## src/rtl/pipo_load_arbiter_if.sv

```systemverilog
// Bundle of request/data/grant signals between the requesters and the
// shared holding-register arbiter.
interface pipo_load_arbiter_if #(
  parameter int NUM_REQ = 4,
  parameter int WIDTH   = 4
) ();
  localparam int IDW = (NUM_REQ > 1) ? $clog2(NUM_REQ) : 1;

  logic [NUM_REQ-1:0]       req;
  logic [NUM_REQ*WIDTH-1:0] din;
  logic                     clr;
  logic [NUM_REQ-1:0]       gnt;
  logic [WIDTH-1:0]         Q;
  logic                     q_valid;
  logic [IDW-1:0]           owner;
  logic                     busy;

  // Requester side: drives requests, words and clear; observes the register.
  modport master (
    output req, din, clr,
    input  gnt, Q, q_valid, owner, busy
  );

  // Arbiter side.
  modport slave (
    input  req, din, clr,
    output gnt, Q, q_valid, owner, busy
  );
endinterface

```

## src/rtl/pipo_load_arbiter.sv

```systemverilog
// Round-robin arbiter sharing one parallel-in/parallel-out register among
// NUM_REQ requesters. A granted word is held for HOLD_CYCLES cycles before
// the next arbitration; all outputs are registered.
module pipo_load_arbiter #(
  parameter int NUM_REQ     = 4,
  parameter int WIDTH       = 4,
  parameter int HOLD_CYCLES = 2
) (
  input logic                clk,
  input logic                reset,
  pipo_load_arbiter_if.slave bus
);

  localparam int IDW = (NUM_REQ > 1) ? $clog2(NUM_REQ) : 1;

  localparam logic [0:0] ST_IDLE = 1'b0;
  localparam logic [0:0] ST_HOLD = 1'b1;

  localparam logic [7:0]     HOLD_LOAD = 8'(HOLD_CYCLES);
  localparam logic [IDW-1:0] LAST_IDX  = IDW'(NUM_REQ - 1);

  // Requester index at offset 'off' from 'base', wrapping modulo NUM_REQ.
  function automatic logic [IDW-1:0] rr_index(input logic [IDW-1:0] base, input int off);
    int s;
    s = int'(base) + off;
    if (s >= NUM_REQ) s = s - NUM_REQ;
    return IDW'(s);
  endfunction

  logic [0:0]         r_state;
  logic [7:0]         r_cnt;
  logic [IDW-1:0]     r_ptr;
  logic [NUM_REQ-1:0] r_gnt;
  logic [WIDTH-1:0]   r_q;
  logic               r_q_valid;
  logic [IDW-1:0]     r_owner;

  logic               w_found;
  logic [IDW-1:0]     w_win;
  logic [IDW-1:0]     w_next_ptr;
  logic [WIDTH-1:0]   w_word;
  logic [NUM_REQ-1:0] w_gnt_onehot;
  logic               w_load;

  // Round-robin search: scanning offsets from far to near lets the nearest
  // set request (starting at r_ptr) be the last, and therefore winning, write.
  always_comb begin
    w_found = 1'b0;
    w_win   = '0;
    for (int k = NUM_REQ - 1; k >= 0; k--) begin
      if (bus.req[rr_index(r_ptr, k)]) begin
        w_found = 1'b1;
        w_win   = rr_index(r_ptr, k);
      end
    end
  end

  assign w_next_ptr   = (w_win == LAST_IDX) ? '0 : w_win + 1'b1;
  assign w_word       = bus.din[int'(w_win)*WIDTH +: WIDTH];
  assign w_gnt_onehot = {{(NUM_REQ-1){1'b0}}, 1'b1} << w_win;

  // A load happens only from IDLE with a live request; clr suppresses it.
  assign w_load = (r_state == ST_IDLE) && w_found && !bus.clr;

  // Arbitration control: state, hold counter, pointer and grant pulse.
  always_ff @(posedge clk) begin
    if (reset) begin
      r_state <= ST_IDLE;
      r_cnt   <= '0;
      r_ptr   <= '0;
      r_gnt   <= '0;
    end else if (bus.clr) begin
      r_state <= ST_IDLE;
      r_cnt   <= '0;
      r_gnt   <= '0;
    end else begin
      r_gnt <= '0;
      case (r_state)
        ST_IDLE: begin
          if (w_found) begin
            r_gnt   <= w_gnt_onehot;
            r_ptr   <= w_next_ptr;
            r_cnt   <= HOLD_LOAD;
            r_state <= ST_HOLD;
          end
        end
        ST_HOLD: begin
          r_cnt <= r_cnt - 8'd1;
          if (r_cnt == 8'd1) r_state <= ST_IDLE;
        end
        default: begin
          r_state <= ST_IDLE;
        end
      endcase
    end
  end

  // Shared register contents and ownership; owner survives clr so the
  // downstream side can still tell who last wrote.
  always_ff @(posedge clk) begin
    if (reset) begin
      r_q       <= '0;
      r_q_valid <= 1'b0;
      r_owner   <= '0;
    end else if (bus.clr) begin
      r_q       <= '0;
      r_q_valid <= 1'b0;
    end else if (w_load) begin
      r_q       <= w_word;
      r_q_valid <= 1'b1;
      r_owner   <= w_win;
    end
  end

  assign bus.gnt     = r_gnt;
  assign bus.Q       = r_q;
  assign bus.q_valid = r_q_valid;
  assign bus.owner   = r_owner;
  assign bus.busy    = (r_state == ST_HOLD);

endmodule

```

## src/flat_wrapper.sv

```systemverilog
// flat-port wrapper written by rule: the top's interface ports become plain ports
module pipo_load_arbiter_flat 
#(
  parameter int NUM_REQ     = 4,
  parameter int WIDTH       = 4,
  parameter int HOLD_CYCLES = 2
)
  (clk, reset, bus_req, bus_din, bus_clr, bus_gnt, bus_Q, bus_q_valid, bus_owner, bus_busy);
  pipo_load_arbiter_if #(.NUM_REQ(NUM_REQ), .WIDTH(WIDTH)) bus_i ();
  input logic clk;
  input logic reset;
  input wire logic [$bits(bus_i.req)-1:0] bus_req;
  input wire logic [$bits(bus_i.din)-1:0] bus_din;
  input wire logic [$bits(bus_i.clr)-1:0] bus_clr;
  output wire logic [$bits(bus_i.gnt)-1:0] bus_gnt;
  output wire logic [$bits(bus_i.Q)-1:0] bus_Q;
  output wire logic [$bits(bus_i.q_valid)-1:0] bus_q_valid;
  output wire logic [$bits(bus_i.owner)-1:0] bus_owner;
  output wire logic [$bits(bus_i.busy)-1:0] bus_busy;
  assign bus_i.req = bus_req;
  assign bus_i.din = bus_din;
  assign bus_i.clr = bus_clr;
  assign bus_gnt = bus_i.gnt;
  assign bus_Q = bus_i.Q;
  assign bus_q_valid = bus_i.q_valid;
  assign bus_owner = bus_i.owner;
  assign bus_busy = bus_i.busy;
  pipo_load_arbiter #(.NUM_REQ(NUM_REQ), .WIDTH(WIDTH), .HOLD_CYCLES(HOLD_CYCLES)) u_core (.clk(clk), .reset(reset), .bus(bus_i));
endmodule
```

## config.mk

```make
export PLATFORM = sky130hd
export DESIGN_NAME = pipo_load_arbiter_flat
export DESIGN_NICKNAME = d
export VERILOG_FILES = /design/src/rtl/pipo_load_arbiter_if.sv /design/src/rtl/pipo_load_arbiter.sv /design/src/flat_wrapper.sv
export SDC_FILE = /design/constraint.sdc
export NUM_CORES = 1
export LEC_CHECK = 0
export CORE_MARGIN = 4
export CORE_UTILIZATION = 35
export CTS_CLUSTER_SIZE = 8
export DETAILED_ROUTE_END_ITERATION = 7
export HOLD_SLACK_MARGIN = 0.06
export PLACE_DENSITY = 0.72
export SYNTH_ARGS = -nofsm -noshare
export SYNTH_HDL_FRONTEND = slang
export SYNTH_SLANG_ARGS = --single-unit
```

## constraint.sdc

```tcl
create_clock -name clk -period 1.5 [get_ports clk]
set_input_delay 0.225 -clock clk [delete_from_list [all_inputs] [get_ports clk]]
set_output_delay 0.225 -clock clk [all_outputs]
set_load 0.02 [all_outputs]
```

Yosys cells after proc, flatten, opt, wreduce, memory -nomap -nowiden
Cells that the tools add are included.
Word-level totals
  flip-flop bits (word level): 22
  bits of input ports: 23
  output and inout port bits: 12
  word-level logic and storage cells: 65
Cells by class
  add/subtract/negate cells: 9
  magnitude comparators: 8
  equality and inequality tests: 3
  shifts and indexed selects: 2
  muxes and demuxes: 26
  bitwise logic cells: 3
  reduce and logical (&&, ||, !) cells: 7
Operator list (number)
  2-bit 2-to-1 mux: 9
  8-bit case mux with 2 select lines: 1
  16-bit by 5-bit variable part select with 4-bit output: 1
  2-bit by 3-bit less-than comparator with 1-bit output, second input constant: 4
  1-bit 2-to-1 mux: 10
  3-bit greater-or-equal comparator, second input constant: 3
  1-bit binary-select mux with 2-bit select: 4
  8-bit by 1-bit equality test with 1-bit output, second input constant: 1
  8-bit 2-to-1 mux: 1
  2-bit by 1-bit subtractor with 2-bit output, second input constant: 4
  8-bit by 1-bit subtractor with 8-bit output, second input constant: 1
  2-bit by 2-bit adder with 3-bit output, second input constant: 2
  4-bit OR reduction: 1
  1-bit by 2-bit left shift with 4-bit output, first input constant: 1
  2-bit by 1-bit adder with 3-bit output, second input constant: 1
  2-bit by 3-bit greater-or-equal comparator with 1-bit output, second input constant: 1
  1-bit NOT: 3
  3-bit AND reduction: 1
  2-bit by 1-bit adder with 2-bit output, second input constant: 1
  2-bit equality test, second input constant: 1
  1-bit logical AND: 2
  2-bit by 1-bit inequality test with 1-bit output, second input constant: 1
  1-bit case mux with 2 select lines: 1
  2-bit AND reduction: 1
  2 further kinds: 2

Longest topological paths before layout
Gate-level depths: netlist (run 1).
  depth in word-level cells: 12
  mapped depth: 7
  depth with buffers taken out: 6

Least setup slack after synthesis (run 1)
OpenSTA, ideal clock, no wires.
  path type: reg2reg
  from: register u_core.r_state, in the netlist u_core.bus.busy
  to: register u_core.r_cnt[5]
  library setup time: 0.071 ns
  arrival: 1.527 ns
  data required time: 1.429 ns
  path slack: -0.098 ns
  stages on the path, launching flop included: 5
  buffers on the path: 0
  period minus slack after synthesis: 1.598 ns
  path through: dfxtp_1 -> nand2b_1 -> or3_1 -> or4_1 -> a21oi_1
On the way
  word-level cells in the longest chain between the ends: 2
  elaborated cells on any way between the ends: 3
  those cells by class: eq/ne: 1; mux: 1; bitwise: 1
Ends and longest elaborated chain
  start: declaration: line pipo_load_arbiter.sv:30  | logic [0:0] r_state;
  start signal: assignment: line pipo_load_arbiter.sv:68  | r_state <= ST_IDLE;
  start signal: assignment: line pipo_load_arbiter.sv:73  | r_state <= ST_IDLE;
  start signal: assignment: line pipo_load_arbiter.sv:84  | r_state <= ST_HOLD;
  1-bit NOT: line pipo_load_arbiter.sv:78  | case (r_state)
  8-bit case mux with 2 select lines / 2-bit by 1-bit inequality test with 1-bit output (equally long branches)
  end signal: assignment: line pipo_load_arbiter.sv:88  | r_cnt <= r_cnt - 8'd1;
  end: declaration: line pipo_load_arbiter.sv:31  | logic [7:0] r_cnt;
Parallel ways exist; a longest one is shown, timed or not.
A chain may end at the register's enable or synchronous reset.

Worst setup path after layout (run 1)
  from: register u_core.r_cnt[0]
  to: register u_core.r_cnt[6]
On the way
  word-level cells in the longest chain between the ends: 2
Ends and longest elaborated chain (line)
  8-bit by 1-bit subtractor with 8-bit output: pipo_load_arbiter.sv:88
  8-bit case mux with 2 select lines: pipo_load_arbiter.sv:78
No other way between the ends.

==> results by group, run 1 <==
Route
  • DR vias/cell: 5.135
  • Final WL: 3349 um
  • Routed length per placed instance: approximately 14 um
  • Detailed Route Iter0 Violations: 66
  • Antenna-violating nets left: 0
  • Via count of the routed design: 1,217
  • DRC viols: 0
  • Initial DRT Pass Iterations: 4

Setup path
  • Required time reported for the critical path endpoint: 1.75 ns
  • Worst Reg-to-Reg Cells: 6
  • CP endpoint kind: register
  • Critical path launch point type: register
  • Source of the critical timing path: u_core.r_cnt[0]
  • Arr. time, crit path: about 1.8 ns
  • Maximum fanout along the worst path: 4
  • Worst flop-to-flop path startpoint: u_core.r_cnt[0]
  • Flop-to-flop setup slack: -0.02 ns
  • Reg2Reg Capture Point: u_core.r_cnt[6]
  • Critical path class: register to register
  • Timing endpoint of the critical path: u_core.r_cnt[6]

Power
  • Overall power after layout: 1.416 mW
  • Power density of the placed cells: 762.9 nW/um^2
  • Leakage dissipation: approximately 0.84 nW
  • Peak supply drop: 0.4116 mV

Global route
  • Maximum number of pins on one net before global-route repair: 13
  • Leftover overflow at the end of global routing: 0
  • Number of antenna violations at the first check in global routing: 0
  • GRT Overall Usage: 0.1487
  • Met1 track demand over resource in global routing: 0.1871
  • Most used routing layer in global routing: met2
  • Global-route track usage on met3: 0.01560
  • Wire length of the first global-routing pass: 5023 um
  • Vias in the first global route: 1,131
  • Global routing met2 resource utilization: 0.2708

Synthesis
  • Number of nets produced by synthesis: 154
  • Synth Flop Type: sky130_fd_sc_hd__dfxtp_1
  • Synth warn: 0
  • EDFF count, synth: 0
  • Synthesized area: about 1100 um^2
  • Number of instances in the synthesized netlist: 129
  • Async set-reset flop share out of synthesis: 0
  • Synthesis-stage register bit count: 22
  • Synth cell types: 39
  • Avg Synthesized Cell Area: 8.817 um^2
  • Sequential cell area fraction in the yosys report: 0.3872

Clock tree
  • Max Buffers Root-to-Sink: 2
  • Clock Sinks: 22
  • CTS Buf Count: 3
  • TritonCTS clock tree: yes
  • Register clock-pin slew on the reported worst setup and hold paths: 0.13 ns
  • Clock insertion delay at the later pin of the skew report: 0.30 ns
  • Hold-fix buffers, CTS: 0
  • Cell chosen for the clock root: sky130_fd_sc_hd__clkbuf_4
  • CTS H-tree lvls: 1

Die
  • Initial standard-cell utilization of the core: 0.3695
  • Area of the placeable core: just over 3000 um^2
  • Num ports: 35
  • X dimension of the die: 65.01 um
  • Number of placement rows: 20
  • Die height: 65.01 um
  • Die outline area: 4226 um^2

Timing
  • Number of hold-slack violations in the final timing report: 0
  • Endpoints failing setup: 2
  • Tightest slew margin relative to the limit: 0.7453
  • Setup TNS: -0.02714 ns
  • Share of the clock period used by the worst path: 1.014
  • Final Critical Period: between 1.5 and 2 ns
  • Fin. max-slew vios: 0
  • Maximum clock frequency: around 660 MHz
  • Unrepaired setup endpoints after global routing: true
  • Worst slew pin tran: 0.3821 ns
  • Clock Skews: 0.002516 ns
  • Min setup slack post-route: -0.02030 ns

Run
  • Max-cap viol count: 0

Place
  • Detailed Place HPWL: 2471 um
  • Number of port buffers: 34
  • Worst setup slack before clock tree synthesis: -0.5960 ns
  • Post-placement cell count: 230
  • Final Wtd Congestion: just over 0.8

Layout
  • Antenna diode count: 0
  • Most frequent cells in the layout: sky130_fd_sc_hd__buf_4, sky130_fd_sc_hd__clkdlybuf4s50_1, sky130_fd_sc_hd__dfxtp_1, sky130_fd_sc_hd__nor2_1, sky130_fd_sc_hd__a21oi_1
  • Number of standard cells in the layout, taps in and fillers out: 237
  • Synthesis-to-finish area growth: 63.15%
  • Net count reported at finish: 219
  • Fraction of the core area covered by cells at the end of the flow: 0.6028
  • Most common cell after layout, fill and taps aside: sky130_fd_sc_hd__buf_4
  • Fraction of final layout cells sized beyond drive strength 1: 0.3264

Min path
  • Kind of path behind the tightest hold check: register to register

Status
  • Violations in the final reports: negative setup slack
  • Run status: complete, but fails checks
-- layer usage --
layer | wire (um) | vias up
li1 | - | 604
met1 | 1415 | 578
met2 | 1777 | 27
met3 | 82 | 8
met4 | 73 | 0
met5 | 0 | -
-- power breakdown --
group | leakage [nW] | internal (mW) | switching (mW) | total [mW]
clock network | 0.0210 | 0.148 | 0.183 | 0.331
logic | 0.636 | 0.243 | 0.198 | 0.440
registers | 0.183 | 0.617 | 0.0277 | 0.645
total | 0.839 | 1.01 | 0.408 | 1.42
-- worst min path at each step --
stage	from	to	slack, ns	cells past startpoint
5_1_grt	u_core.bus.owner[0]	u_core.bus.owner[0]	0.50	2
3_5_place_dp	u_core.bus.q_valid	u_core.bus.q_valid	0.46	2
4_1_cts	u_core.bus.owner[0]	u_core.bus.owner[0]	0.48	2
2_1_floorplan	reset	u_core.r_ptr[1]	0.29	1
3_3_place_gp	u_core.bus.owner[0]	u_core.bus.owner[0]	0.45	2
6_report	u_core.bus.q_valid	u_core.bus.q_valid	0.47	2
-- area by class of cell --
class / count / area [um^2]
Clock buffer: 4 / 36.28
Timing Repair Buffer: 65 / 594.3
Fill cell: 289 / 1222
Sequential cell: 22 / 451.7
Tap cell: 44 / 55.05
Multi-Input combinational cell: 97 / 699.4
Inverter: 5 / 18.77
-- what timing repair did --
item                                   CTS  global route
gates cloned                             0             0
resized for setup                       18            21
pin swaps                                4             5
endpoints found under the hold margin    0             0
setup buffers                            1             2
setup endpoints to repair               27            19
-- sequential cells by signal, indices dropped and copies added (netlist names) --
name,cells
u_core.bus.gnt,4
u_core.r_ptr,2
u_core.bus.busy,1
u_core.bus.q_valid,1
u_core.bus.Q,4
u_core.bus.owner,2
u_core.r_cnt,8
-- Yosys cell counts (2+ instances only) --
cell type	number	area (um^2)
sky130_fd_sc_hd__dfxtp_1	22	440.4
sky130_fd_sc_hd__nor2_1	16	60.06
sky130_fd_sc_hd__a21oi_1	13	65.06
sky130_fd_sc_hd__o21ai_0	7	35.03
sky130_fd_sc_hd__mux2i_1	6	60.06
sky130_fd_sc_hd__inv_1	5	18.77
sky130_fd_sc_hd__a221oi_1	4	35.03
sky130_fd_sc_hd__nand2b_1	4	25.02
sky130_fd_sc_hd__and3_1	3	18.77
sky130_fd_sc_hd__nand2_1	3	11.26
sky130_fd_sc_hd__nor2b_1	3	18.77
sky130_fd_sc_hd__o22ai_1	3	18.77
sky130_fd_sc_hd__or3_1	3	18.77
sky130_fd_sc_hd__a211oi_1	2	15.01
sky130_fd_sc_hd__buf_6	2	22.52
sky130_fd_sc_hd__ha_1	2	25.02
sky130_fd_sc_hd__nand3_1	2	10.01
sky130_fd_sc_hd__nor3_1	2	10.01
sky130_fd_sc_hd__nor3b_1	2	15.01
sky130_fd_sc_hd__nor4_1	2	12.51
sky130_fd_sc_hd__o22ai_2	2	25.02
sky130_fd_sc_hd__or2_1	2	12.51
sky130_fd_sc_hd__or2_2	2	12.51
sky130_fd_sc_hd__or4_1	2	15.01
-- worst max-delay path, cell delays in order (launching register included) --
cell and delay, ns:
sky130_fd_sc_hd__dfxtp_2 0.37, sky130_fd_sc_hd__inv_2 0.05, sky130_fd_sc_hd__ha_2 0.17, sky130_fd_sc_hd__nand3b_1 0.10
sky130_fd_sc_hd__or4_4 0.43, sky130_fd_sc_hd__or2_0 0.23, sky130_fd_sc_hd__a21oi_1 0.11
-- cells by family after synthesis --
family | count (synthesis) | synth area share
buffers and inverters | 10 | 0.05060
AND/OR/NAND/NOR | 50 | 0.2376
adder cells (fa/ha/maj) | 2 | 0.02200
AO/OA/AOI/OAI | 39 | 0.2497
multiplexers | 6 | 0.05281
flip-flops | 22 | 0.3872
-- per-stage QoR --
step / area [um^2] / hold WS, ns
2_1_floorplan: 1140 / 0.2903
3_3_place_gp: 1719 / 0.4453
3_5_place_dp: 1719 / 0.4567
4_1_cts: 1782 / 0.4785
5_1_grt: 1856 / 0.4981
6_report: 1856 / 0.4744
Power figures use the tool's default switching activity.
==> inputs of run 2 (changes only) <==
- PLACE_DENSITY: 0.72 -> 0.61
- SLEW_MARGIN: not set -> 15
==> results by group, run 2 (synthesis gave the netlist of run 1 again) <==
Route
  • DR vias/cell: 5.143 (+0.16%)
  • Detailed Route Iter0 Violations: 45 (-32%)
  • Via count of the routed design: 1,219 (+0.16%)
  • DRC viols: 0 (unchanged)
  • Routed length per placed instance: 13.65 um (-3.4%)
  • Final WL: 3236 um (-3.4%)
  • Initial DRT Pass Iterations: 4 (unchanged)
  • Antenna-violating nets left: 0 (unchanged)

Layout
  • Register area: 451.7 um^2 (unchanged)
  • Largest register by flop count: u_core.r_cnt
  • Filler Cells Inserted: 279 (-3.5%)
  • Most common cell after layout, fill and taps aside: sky130_fd_sc_hd__buf_4
  • Antenna diode count: 0 (unchanged)
  • Net count reported at finish: 219 (unchanged)
  • Area of combinational cells with multiple inputs: 699.4 um^2 (unchanged)
  • Fraction of final layout cells sized beyond drive strength 1: 0.3005 (-0.02591)
  • Fraction of the core area covered by cells at the end of the flow: 0.6081 (+0.005284)
  • Most frequent cells in the layout: sky130_fd_sc_hd__buf_4, sky130_fd_sc_hd__clkdlybuf4s50_1, sky130_fd_sc_hd__dfxtp_1, sky130_fd_sc_hd__nor2_1, sky130_fd_sc_hd__a21oi_1
  • Synthesis-to-finish area growth: 64.58%
  • Flip-flop count of the largest register after layout: 8 (unchanged)
  • Cell area after layout: 1872 um^2 (+0.88%)

Place
  • Detailed Place HPWL: 2480 um (+0.39%)
  • Final Wtd Congestion: 0.9235 (+13%)
  • Area post-placement: 1712 um^2 (-0.44%)
  • Worst setup slack before clock tree synthesis: -0.5418 ns (+0.05428 ns)
  • Number of port buffers: 34 (unchanged)

Run
  • Max-cap viol count: 0 (unchanged)

Clock tree
  • Clock insertion delay at the later pin of the skew report: 0.31 ns (about the same)
  • CTS H-tree lvls: 1 (unchanged)
  • Cell chosen for the clock root: sky130_fd_sc_hd__clkbuf_4
  • TritonCTS clock tree: yes
  • Clock Sinks: 22 (unchanged)
  • Max Buffers Root-to-Sink: 2 (unchanged)
  • CTS Buf Count: 3 (unchanged)
  • Hold-fix buffers, CTS: 0 (unchanged)
  • Register clock-pin slew on the reported worst setup and hold paths: 0.11 ns (-0.02 ns)

Die
  • Area of the placeable core: 3078 um^2 (unchanged)
  • Die outline area: 4226 um^2 (unchanged)
  • Initial standard-cell utilization of the core: 0.3695 (unchanged)
  • Num ports: 35 (unchanged)
  • X dimension of the die: 65.01 um (unchanged)
  • Number of placement rows: 20 (unchanged)
  • Die height: 65.01 um (unchanged)

Timing
  • Min setup slack post-route: -0.03962 ns (-0.01932 ns)
  • Final Critical Period: 1.540 ns (+0.01932 ns)
  • Unrepaired setup endpoints after global routing: true
  • Worst slew pin tran: 0.4721 ns (+0.09005 ns)
  • Setup TNS: -0.03962 ns (-0.01248 ns)
  • Number of hold-slack violations in the final timing report: 0 (unchanged)
  • Clock Skews: 0.01154 ns (+0.009026 ns)
  • Tightest slew margin relative to the limit: 0.6823 (-0.06294)
  • Share of the clock period used by the worst path: 1.026 (+0.01288)
  • Fin. max-slew vios: 0 (unchanged)
  • Endpoints failing setup: 1 (-1)
  • Maximum clock frequency: 649.5 MHz (-1.3%)

Setup path
  • Maximum fanout along the worst path: 6 (+2)
  • Required time reported for the critical path endpoint: 1.72 ns (-0.03 ns)
  • Critical path launch point type: register
  • CP endpoint kind: register
  • Flop-to-flop setup slack: -0.04 ns (-0.02 ns)
  • Arr. time, crit path: 1.76 ns (about the same)
  • Worst Reg-to-Reg Cells: 6 (unchanged)
  • Reg2Reg Capture Point: u_core.bus.Q[0]
  • Critical path class: register to register
  • Worst flop-to-flop path startpoint: u_core.r_ptr[1]

Global route
  • Maximum number of pins on one net before global-route repair: 14 (+1)
  • GRT Overall Usage: 0.1555 (+0.006779)
  • Leftover overflow at the end of global routing: 0 (unchanged)
  • Wire length of the first global-routing pass: 5195 um (+3.4%)
  • Vias in the first global route: 1,162 (+2.7%)
  • Number of antenna violations at the first check in global routing: 0 (unchanged)

Power
  • Peak supply drop: 0.7808 mV (+90%)
  • Power density of the placed cells: 827.6 nW/um^2 (+8.5%)
  • Leakage dissipation: 0.8140 nW (-3.0%)
  • Overall power after layout: 1.549 mW (+9.4%)

Min path
  • Hold path startpoint: u_core.bus.owner[1]
  • Kind of path behind the tightest hold check: register to register
  • Hold depth: 2 (unchanged)
  • Hold Path End: u_core.bus.owner[1]

Status
  • Violations in the final reports: negative setup slack
  • Run status: complete, but fails checks
[run 2: layout make-up]
type                       count  share of cell area
timing repair buffer          65              0.3175
inverter                       5             0.01003
tap                           44             0.02941
sequential                    22              0.2413
multi-input combinational     97              0.3737
clock buffer                   3             0.01203
clock inverter                 1             0.01604
[run 2: critical path, stage by stage, from the launching register on]
cell,delay [ns]
sky130_fd_sc_hd__dfxtp_4,0.38
sky130_fd_sc_hd__buf_6,0.12
sky130_fd_sc_hd__a21boi_2,0.14
sky130_fd_sc_hd__o22ai_2,0.08
sky130_fd_sc_hd__or2_4,0.33
sky130_fd_sc_hd__mux2i_2,0.17
sky130_fd_sc_hd__a311oi_1,0.24
[run 2: worst max-delay path by stage]
stage / startpoint / endpoint / depth (start not counted)
floorplan: u_core.r_ptr[1] / u_core.bus.Q[0] / 7
global placement: bus_req[0] / u_core.bus.Q[0] / 6
detailed placement: bus_req[0] / u_core.bus.Q[0] / 6
CTS: u_core.r_ptr[1] / u_core.bus.Q[0] / 6
global route: u_core.r_cnt[1] / u_core.r_cnt[6] / 6
finish: u_core.r_ptr[1] / u_core.bus.Q[0] / 6
[run 2: per-layer routing]
layer / GRT usage / vias to the layer above / wire length (um)
li1: - / 609 / -
met1: 0.1920 / 578 / 1386
met2: 0.2759 / 30 / 1662
met3: 0.04333 / 2 / 171
met4: 0.01583 / 0 / 15
met5: 0 / - / 0
[run 2: where the power goes]
group	internal, mW	switching [mW]	total [mW]	leakage [nW]
logic	0.251	0.205	0.456	0.604
clock network	0.270	0.180	0.450	0.0279
registers	0.617	0.0255	0.643	0.182
total	1.14	0.411	1.55	0.814
[run 2: per-stage QoR]
stage,instances,hold slack (ns)
final,237,0.4697
after global routing,237,0.5027
after CTS,234,0.4733
after detailed placement,229,0.4513
after global placement,229,0.4439
after floorplan,129,0.2903
[run 2: repair_timing]
item / CTS / global route
resized for setup: 19 / 21
pin swaps: 4 / 8
cloned: 0 / 0
endpoints found under the setup margin: 26 / 13
buffers inserted: 1 / 3
==> inputs of run 3 (changes only) <==
- PLACE_DENSITY: 0.61 -> 0.59
- clock period: 1.5 -> 1.6 ns (I/O delays scaled with it)
==> results by group, run 3 (synthesis gave the netlist of run 1 again) <==
Setup path
  • Maximum fanout along the worst path: 2 (-4)
  • Cell Chain, Critical Path: clkdlybuf4s50_1
  • Arr. time, crit path: 1.29 ns (-0.47 ns)
  • Required time reported for the critical path endpoint: 1.36 ns (-0.36 ns)
  • Crit-path slowest cell: sky130_fd_sc_hd__clkdlybuf4s50_1
  • Delay contributed by the slowest stage of the critical path: 0.61 ns (+0.23 ns)
  • Worst Reg-to-Reg Cells: 6 (unchanged)
  • Critical path class: register to output pin
  • CP endpoint kind: output pin
  • Largest delay contributor family on the critical path: buffers and inverters
  • Critical path launch point type: register
  • Buffers and inverters on the worst path: 1 (unchanged)
  • Crit. path cell count: 1 (-5)

Global route
  • Number of antenna violations at the first check in global routing: 0 (unchanged)
  • GRT Overall Usage: 0.1511 (-0.004349)
  • Vias in the first global route: 1,161 (-0.086%)
  • Wire length of the first global-routing pass: 5057 um (-2.7%)
  • Leftover overflow at the end of global routing: 0 (unchanged)
  • Maximum number of pins on one net before global-route repair: 14 (unchanged)

Route
  • Final WL: 3043 um (-6.0%)
  • Antenna-violating nets left: 0 (unchanged)
  • Detailed Route Iter0 Violations: 38 (-16%)
  • Routed length per placed instance: 13.17 um (-3.5%)
  • Via count of the routed design: 1,147 (-5.9%)
  • DRC viols: 0 (unchanged)
  • DR vias/cell: 4.965 (-3.5%)
  • Initial DRT Pass Iterations: 4 (unchanged)

Layout
  • Synthesis-to-finish area growth: 56.22%
  • Flip-flop count of the largest register after layout: 8 (unchanged)
  • Net count reported at finish: 213 (-2.7%)
  • Most common cell after layout, fill and taps aside: sky130_fd_sc_hd__clkdlybuf4s50_1
  • Number of standard cells in the layout, taps in and fillers out: 231 (-2.5%)
  • Fraction of final layout cells sized beyond drive strength 1: 0.2460 (-0.05453)
  • Antenna diode count: 0 (unchanged)
  • Largest register by flop count: u_core.r_cnt
  • Most frequent cells in the layout: sky130_fd_sc_hd__clkdlybuf4s50_1, sky130_fd_sc_hd__buf_4, sky130_fd_sc_hd__dfxtp_1, sky130_fd_sc_hd__nor2_1, sky130_fd_sc_hd__a21oi_1

Min path
  • Kind of path behind the tightest hold check: register to register
  • Hold depth: 2 (unchanged)

Power
  • Peak supply drop: 0.5366 mV (-31%)
  • Net switching power figure: 0.3723 mW (-9.4%)
  • Switching power as a share of total power: 0.2624 (-0.002842)
  • Overall power after layout: 1.419 mW (-8.4%)
  • Leakage dissipation: 0.7295 nW (-10%)
  • Internal: 1.047 mW (-8.1%)
  • Power density of the placed cells: 798.6 nW/um^2 (-3.5%)
  • Part of the power in the clock network: 0.301 (+0.010)
  • Sequential power share: 0.425 (+0.010)
  • Logic pwr share: 0.273 (-0.022)

Clock tree
  • Clock insertion delay at the later pin of the skew report: 0.31 ns (about the same)
  • CTS H-tree lvls: 1 (unchanged)
  • Cell chosen for the clock root: sky130_fd_sc_hd__clkbuf_4
  • Hold-fix buffers, CTS: 0 (unchanged)
  • Max Buffers Root-to-Sink: 2 (unchanged)
  • TritonCTS clock tree: yes
  • CTS Buf Count: 3 (unchanged)
  • Clock Sinks: 22 (unchanged)
  • Register clock-pin slew on the reported worst setup and hold paths: 0.13 ns (+0.02 ns)

Place
  • Worst setup slack before clock tree synthesis: -0.4562 ns (+0.08551 ns)
  • Detailed Place HPWL: 2460 um (-0.83%)
  • Number of port buffers: 34 (unchanged)
  • Post-placement cell count: 227 (-0.87%)
  • Final Wtd Congestion: 0.8568 (-7.2%)

Die
  • X dimension of the die: 65.01 um (unchanged)
  • Die outline area: 4226 um^2 (unchanged)
  • Num ports: 35 (unchanged)
  • Number of placement rows: 20 (unchanged)
  • Area of the placeable core: 3078 um^2 (unchanged)
  • Initial standard-cell utilization of the core: 0.3695 (unchanged)
  • Die height: 65.01 um (unchanged)

Run
  • Max-cap viol count: 0 (unchanged)

Timing
  • Setup TNS: 0 ns (+0.03962 ns)
  • Endpoints failing setup: 0 (-1)
  • Number of hold-slack violations in the final timing report: 0 (unchanged)
  • Maximum clock frequency: approximately 650 MHz
  • Share of the clock period used by the worst path: 0.9557
  • Min setup slack post-route: 0.07094 ns (+0.1106 ns)
  • Clock Skews: 0.01183 ns (+0.0002844 ns)
  • Unrepaired setup endpoints after global routing: false
  • Worst slew pin tran: 0.4093 ns (-0.06289 ns)
  • Fin. max-slew vios: 0 (unchanged)
  • Final Critical Period: 1.529 ns
  • Worst Hold Slack: 0.4686 ns (-0.001098 ns)
  • Tightest slew margin relative to the limit: 0.7247 (+0.04232)

Status
  • Run status: complete, no violations
==> run 3: cell count changes in the layout (fill, tap and decap cells not counted), sizes merged <==
cell	previous run	this run
dlymetal6s2s	2	3
clkdlybuf4s50	20	29
dlygate4sd2	12	2
buf	31	25
==> run 3: what timing repair did <==
action                     CTS  global route
buffers inserted             0             0
gates resized for setup      8            11
setup endpoints to repair   10            10
pin swaps                    0             1
==> run 3: power by group through the flow <==
stage	combinational (mW)	sequential, mW	clock (mW)
6_report	0.388	0.603	0.428
5_1_grt	0.420	0.609	0.461
4_1_cts	0.385	0.602	0.439
3_5_place_dp	0.377	0.614	0
3_3_place_gp	0.370	0.613	0
2_1_floorplan	0.167	0.631	0
==> run 3: layout make-up <==
type,instances,area [um^2]
Clock buffer,3,22.52
Clock inverter,1,30.03
Fill cell,281,1301
Inverter,5,18.77
Multi-Input combinational cell,97,673.1
Sequential cell,22,444.2
Tap cell,44,55.05
Timing Repair Buffer,59,533.0
==> run 3: path summary, 6_finish.rpt <==
check,start,to,slack (ns)
hold / removal,u_core.bus.owner[1],u_core.bus.owner[1],0.47
setup / recovery,u_core.bus.Q[3],bus_Q[3],0.07
setup reg to reg,u_core.r_ptr[1],u_core.bus.Q[0],0.08
hold reg to reg,u_core.bus.owner[1],u_core.bus.owner[1],0.47
==> run 3: through the flow <==
| stage | util | area [um^2] |
|---|---|---|
| after floorplan | - | 1137 |
| after global placement | 0.5463 | 1682 |
| after detailed placement | 0.5463 | 1682 |
| after CTS | 0.5683 | 1749 |
| after global routing | 0.5772 | 1777 |
| final | 0.5772 | 1777 |
==> run 3: metal layers <==
metal,GRT usage,routed length (um)
met5,0,0
met4,0.02375,17
met3,0.04506,111
met2,0.2708,1521
met1,0.1793,1393
